--- src/rtl/buzzer_pkg.sv ---
// Shared encodings and pattern ROM for the buzzer sequencer.
package buzzer_pkg;

  typedef enum logic [1:0] {
    ST_IDLE = 2'd0,
    ST_PLAY = 2'd1,
    ST_DONE = 2'd2
  } state_e;

  localparam int PAT_W     = 8;
  localparam int NUM_BEATS = 8;

  localparam logic [PAT_W-1:0] PATTERN_ALARM  = 8'b1010_1010;
  localparam logic [PAT_W-1:0] PATTERN_LONG   = 8'b1111_0000;
  localparam logic [PAT_W-1:0] PATTERN_DOUBLE = 8'b1100_1100;
  localparam logic [PAT_W-1:0] PATTERN_CHIRP  = 8'b1000_0000;

  // Beats are played MSB first, so beat 0 is bit 7.
  function automatic logic beat_on(input logic [1:0] sel, input logic [2:0] idx);
    logic [PAT_W-1:0] bits;
    case (sel)
      2'd0:    bits = PATTERN_ALARM;
      2'd1:    bits = PATTERN_LONG;
      2'd2:    bits = PATTERN_DOUBLE;
      default: bits = PATTERN_CHIRP;
    endcase
    return bits[3'd7 - idx];
  endfunction

endpackage

--- src/rtl/tone_gen.sv ---
// Square-wave phase generator; phase is the value for the coming cycle so the
// caller can register it straight into the buzzer flop.
module tone_gen #(
  parameter int TONE_DIV = 12500
) (
  input  logic clk,
  input  logic rst,
  input  logic restart,
  input  logic en,
  output logic phase
);

  localparam int TW = $clog2(TONE_DIV + 1);
  localparam logic [TW-1:0] CNT_LAST = TW'(TONE_DIV - 1);

  logic [TW-1:0] cnt_q, cnt_d;
  logic          phase_q, phase_d;

  always_comb begin
    cnt_d   = cnt_q;
    phase_d = phase_q;
    if (restart) begin
      cnt_d   = '0;
      phase_d = 1'b1;
    end else if (en) begin
      if (cnt_q == CNT_LAST) begin
        cnt_d   = '0;
        phase_d = ~phase_q;
      end else begin
        cnt_d = cnt_q + TW'(1);
      end
    end
  end

  always_ff @(posedge clk or negedge rst) begin
    if (!rst) begin
      cnt_q   <= '0;
      phase_q <= 1'b0;
    end else begin
      cnt_q   <= cnt_d;
      phase_q <= phase_d;
    end
  end

  assign phase = phase_d;

endmodule

--- src/rtl/buzzer_player.sv ---
// Pattern-driven buzzer sequencer with play/busy/done handshake.
// Define BUZZER_TONE_EN for a passive piezo (square-wave tone on on-beats).
module buzzer_player
  import buzzer_pkg::*;
#(
  parameter int COUNT_MAX = 25000000,
  parameter int TONE_DIV  = 12500
) (
  input  logic       clk,
  input  logic       rst,
  input  logic       play,
  input  logic [1:0] pattern,
  input  logic       stop,
  output logic       buzzer,
  output logic       busy,
  output logic       done,
  output logic [1:0] dbg_state
);

  // Handshake: play is sampled only while busy=0 (IDLE) and is accepted on
  // that edge unless stop is also high; done pulses one cycle after the last
  // beat; stop aborts from any busy state with no done pulse.

  localparam int CW = $clog2(COUNT_MAX);
  localparam logic [CW-1:0] CNT_LAST = CW'(COUNT_MAX - 1);

  state_e        state_q, state_d;
  logic [CW-1:0] beat_cnt_q, beat_cnt_d;
  logic [2:0]    beat_idx_q, beat_idx_d;
  logic [1:0]    pat_q, pat_d;
  logic          buzzer_q, buzzer_d;
  logic          accept, last_cyc, tone_phase;

  assign accept   = (state_q == ST_IDLE) && play && !stop;
  assign last_cyc = (beat_cnt_q == CNT_LAST);

`ifdef BUZZER_TONE_EN
  logic tone_restart, tone_en;
  assign tone_en      = (state_q == ST_PLAY) && !stop;
  assign tone_restart = accept || (tone_en && last_cyc);

  tone_gen #(.TONE_DIV(TONE_DIV)) u_tone_gen (
    .clk     (clk),
    .rst     (rst),
    .restart (tone_restart),
    .en      (tone_en),
    .phase   (tone_phase)
  );
`else
  // Active buzzer: on-beats are a steady high level.
  assign tone_phase = (TONE_DIV > 0);
`endif

  always_comb begin
    state_d    = state_q;
    beat_cnt_d = beat_cnt_q;
    beat_idx_d = beat_idx_q;
    pat_d      = pat_q;
    buzzer_d   = 1'b0;
    case (state_q)
      ST_IDLE: begin
        if (accept) begin
          state_d    = ST_PLAY;
          pat_d      = pattern;
          beat_cnt_d = '0;
          beat_idx_d = '0;
          buzzer_d   = beat_on(pattern, 3'd0) & tone_phase;
        end
      end
      ST_PLAY: begin
        if (stop) begin
          state_d    = ST_IDLE;
          beat_cnt_d = '0;
          beat_idx_d = '0;
        end else if (last_cyc) begin
          beat_cnt_d = '0;
          if (beat_idx_q == 3'd7) begin
            state_d    = ST_DONE;
            beat_idx_d = '0;
          end else begin
            beat_idx_d = beat_idx_q + 3'd1;
            buzzer_d   = beat_on(pat_q, beat_idx_q + 3'd1) & tone_phase;
          end
        end else begin
          beat_cnt_d = beat_cnt_q + CW'(1);
          buzzer_d   = beat_on(pat_q, beat_idx_q) & tone_phase;
        end
      end
      ST_DONE: begin
        state_d = ST_IDLE;
      end
      default: begin
        state_d    = ST_IDLE;
        beat_cnt_d = '0;
        beat_idx_d = '0;
      end
    endcase
  end

  always_ff @(posedge clk or negedge rst) begin
    if (!rst) begin
      state_q    <= ST_IDLE;
      beat_cnt_q <= '0;
      beat_idx_q <= '0;
      pat_q      <= '0;
      buzzer_q   <= 1'b0;
    end else begin
      state_q    <= state_d;
      beat_cnt_q <= beat_cnt_d;
      beat_idx_q <= beat_idx_d;
      pat_q      <= pat_d;
      buzzer_q   <= buzzer_d;
    end
  end

  assign buzzer    = buzzer_q;
  assign busy      = (state_q == ST_PLAY) || (state_q == ST_DONE);
  assign done      = (state_q == ST_DONE);
  assign dbg_state = state_q;

endmodule
--- config.mk ---
export PLATFORM = sky130hd
export DESIGN_NAME = buzzer_player
export DESIGN_NICKNAME = d
export VERILOG_FILES = /design/src/rtl/buzzer_pkg.sv /design/src/rtl/tone_gen.sv /design/src/rtl/buzzer_player.sv
export SDC_FILE = /design/constraint.sdc
export NUM_CORES = 1
export LEC_CHECK = 0
export CAP_MARGIN = 5
export CORE_AREA = 2 2 71 73
export DETAILED_ROUTE_END_ITERATION = 12
export DIE_AREA = 0 0 73 75
export GPL_TIMING_DRIVEN = 0
export PLACE_DENSITY_LB_ADDON = 0.05
export SYNTH_ARGS = -nofsm -noshare
export SYNTH_HDL_FRONTEND = slang
export SYNTH_HIERARCHICAL = 1
export SYNTH_SLANG_ARGS = --single-unit
--- constraint.sdc ---
create_clock -name clk -period 2.75 [get_ports clk]
set_input_delay 0.55 -clock clk [delete_from_list [all_inputs] [get_ports clk]]
set_output_delay 0.55 -clock clk [all_outputs]
set_load 0.05 [all_outputs]
==> results_dict.tcl, run 1 <==
set metrics [dict create \
    status "completed" \
    required_ns 2.92 \
    synth_fp_nets 241 \
    hold_viol 0 \
    areaGrowthSynthToFinish_pct 13.61 \
    first_global_vias 1541 \
    grt_pass1_wl_um 7714 \
    hold_class "input pin to asynchronous set/reset pin" \
    powerDensity_nw_per_um2 638.6 \
    fin_crit_ns 2.588 \
    dpl_worst_slack_ns 0.06482 \
    avgRoutedWirePerCell_um 15.52 \
    fin_area_um2 2328 \
    crit_path_end_kind "register" \
    drive_gt1_share_pct 9.091 \
    cts_hold_buf 0 \
    crit_buf_inv 1 \
    globalRouteTotalUtil_pct 18.46 \
    pwr-share-seq_pct 36.8 \
    maxCapViolations 0 \
    drt-vias-per-instance 5.608 \
    start_util_pct 43.97 \
    path_cells "ha_1 -> and3_4 -> and4_1 -> a41oi_2 -> nor2_1 -> buf_2 -> nor2_1" \
    place_congestion 0.8118 \
    post-dp-hpwl_um 3268 \
    drc_errors 0 \
    final_common_cell "dfrtp_1" \
    avgSynthCellArea_um2 9.149 \
    hold_slack_ns 0.3401 \
    mostFrequentLayoutCells "dfrtp_1 (33), nor2_1 (22), nand3_1 (20), nand2_1 (19), xor2_1 (14)" \
    setup_viol 0 \
    ys_warn_count 6 \
    die_w_um 73 \
    fin_ws_ns 0.1617 \
    netlist_area_um2 2049 \
    nFillCells 440 \
    cp_top_family "simple AND/OR/NAND/NOR gates" \
    synthCells 224 \
    fin_cells 296 \
    post_cts_buffers 0 \
    clk_pin_slew_ns 0.07 \
    power_switching_mw 0.5133 \
    grt-ovfl-total 0 \
    cts_resized 0 \
    core_um2 4661 \
    ys.flop_type "dfrtp_1" \
    vias 1660 \
    drtIter0Drc 81 \
    cts_tree "built" \
    cp_common_cell "nor2_1" \
    p_sw_share_pct 34.52 \
    num_io_pins 11 \
    synth-edff-count 0 \
    grt_max_degree 34 \
    cts_sinks 33 \
    htree_levels 2 \
    finalMaxSlewViolations 0 \
    ys_types 46 \
    async_flop_share_pct 100.0 \
    final_nets 258 \
    fmaxAchievable_ghz 0.3864 \
    die_h_um 75 \
    ys_ff_latch 33 \
    worstPathMaxFanout 10 \
    slowest_stage "nor2_1" \
    placed_area_um2 2212 \
    ant_nets 0 \
    io_buffers 10 \
    tightestPinTransition_ns 0.7631 \
    worst_clock_skew_ns 0.01012 \
    max_stage_delay_ns 0.60 \
    cts_root_buffer "clkbuf_8" \
    worst_slew_margin_rel_pct 49.12 \
    cp_data_arrival_time_ns 2.76 \
    p_comb_share_pct 31.1 \
    irDropWorstVdd_v 0.0002697 \
    rsz0062_at_grt "false" \
    min_period_over_period_pct 94.12 \
    ys_seq_area_share_pct 40.29 \
    finalPower_mw 1.487 \
    p_int_mw 0.9736 \
    clk_path_buf_depth 2 \
    power.leakage_nw 0.9728 \
    rows 25 \
    die_area_um2 5475 \
    wl_um 4594 \
    cts_buffers 5 \
    clock_power_share_pct 32.1 \
    clock_latency_ns 0.28 \
    worstSetupPathType "register to register" \
    antenna_cells 0 \
    setup-tns-final_ns 0 \
    final_core_utilization_pct 49.96 \
    placed_cells 288 \
    antenna_found_initial 0 \
    drtPass1Iterations 5 \
    crit_path_start_kind "register" \
]
==> power by group through the flow <==
stage | Sequential, mW | Clock, mW | Combinational, mW
CTS | 0.548 | 0.484 | 0.467
detailed placement | 0.558 | 0 | 0.461
global route | 0.553 | 0.507 | 0.517
finish | 0.548 | 0.477 | 0.462
global placement | 0.557 | 0 | 0.465
floorplan | 0.590 | 0 | 0.296
==> metal layers <==
layer | track usage (%) | part of all wire (%) | up-vias
li1 | - | - | 853
met1 | 28.19 | 55 | 780
met2 | 26.53 | 42 | 23
met3 | 3.213 | 2.4 | 4
met4 | 5.556 | 0.70 | 0
met5 | 0 | 0 | -
==> registers in the layout, summed over array words and instances, names as in the netlist <==
register and flops:
beat_cnt_q 25, beat_idx_q 3, buzzer 1, dbg_state 2, pat_q 2
==> synth_stat cells, types with 3 or more instances <==
cell / n / area share, %
xor2_1: 14 / 6.0
nor2_1: 22 / 4.0
o21ai_0: 7 / 1.7
nor4b_1: 5 / 2.1
nand2_1: 19 / 3.5
nand3b_1: 3 / 1.1
ha_1: 11 / 6.7
nand2b_1: 5 / 1.5
clkbuf_1: 3 / 0.55
inv_1: 12 / 2.2
dfrtp_1: 33 / 40
nor4_1: 4 / 1.2
nand3_1: 20 / 4.9
a31oi_1: 6 / 1.8
nand4_1: 10 / 3.1
a21oi_1: 11 / 2.7
and3_1: 3 / 0.92
==> kinds of logic after synthesis <==
logic type	after synthesis	synth area share (%)
mux	3	1.587
xor+xnor	15	6.410
flops	33	40.29
buf+inv	17	3.235
fa+ha+maj	11	6.715
simple gates	108	29.12
compound gates	37	12.64
==> cell type report <==
| type | instances | area, um2 | area share [%] |
|---|---|---|---|
| buffer | 5 | 21.27 | 0.9135 |
| clock buffer | 7 | 86.33 | 3.708 |
| clock inverter | 1 | 30.03 | 1.290 |
| inverter | 12 | 45.04 | 1.934 |
| multi-input combinational | 174 | 1157 | 49.70 |
| sequential | 33 | 825.8 | 35.46 |
| tap | 54 | 67.56 | 2.902 |
| timing repair buffer | 10 | 95.09 | 4.084 |
==> worst register-to-register path: stages, from the launching register on <==
cell	delay [ns]
dfrtp_1	0.42
ha_1	0.24
and3_4	0.23
and4_1	0.27
a41oi_2	0.31
nor2_1	0.60
buf_2	0.33
nor2_1	0.08
==> path summary, 6_finish.rpt <==
check | slack, ns | to | cells past startpoint | from
worst max-delay path | 0.16 | beat_cnt_q[20] | 7 | beat_cnt_q[0]
worst min-delay path | 0.34 | beat_cnt_q[16] | 1 | rst
worst max register to register | 0.16 | beat_cnt_q[20] | 7 | beat_cnt_q[0]
worst min register to register | 0.55 | beat_cnt_q[22] | 2 | beat_cnt_q[22]
max in group asynchronous | 1.92 | beat_cnt_q[7] | 1 | rst
min in group clk | 0.55 | beat_cnt_q[22] | 2 | beat_cnt_q[22]
Power figures use the tool's default switching activity.
==> run 2: changes to the inputs <==
--- a/config.mk
+++ b/config.mk
@@ -5,6 +5,7 @@
 export SDC_FILE = /design/constraint.sdc
 export NUM_CORES = 1
 export LEC_CHECK = 0
+export ABC_CLOCK_PERIOD_IN_PS = 2750
 export CAP_MARGIN = 5
 export CORE_AREA = 2 2 71 73
 export DETAILED_ROUTE_END_ITERATION = 12
==> results of run 2 <==
Final layout, timing and power as in run 1 (identical DEF).
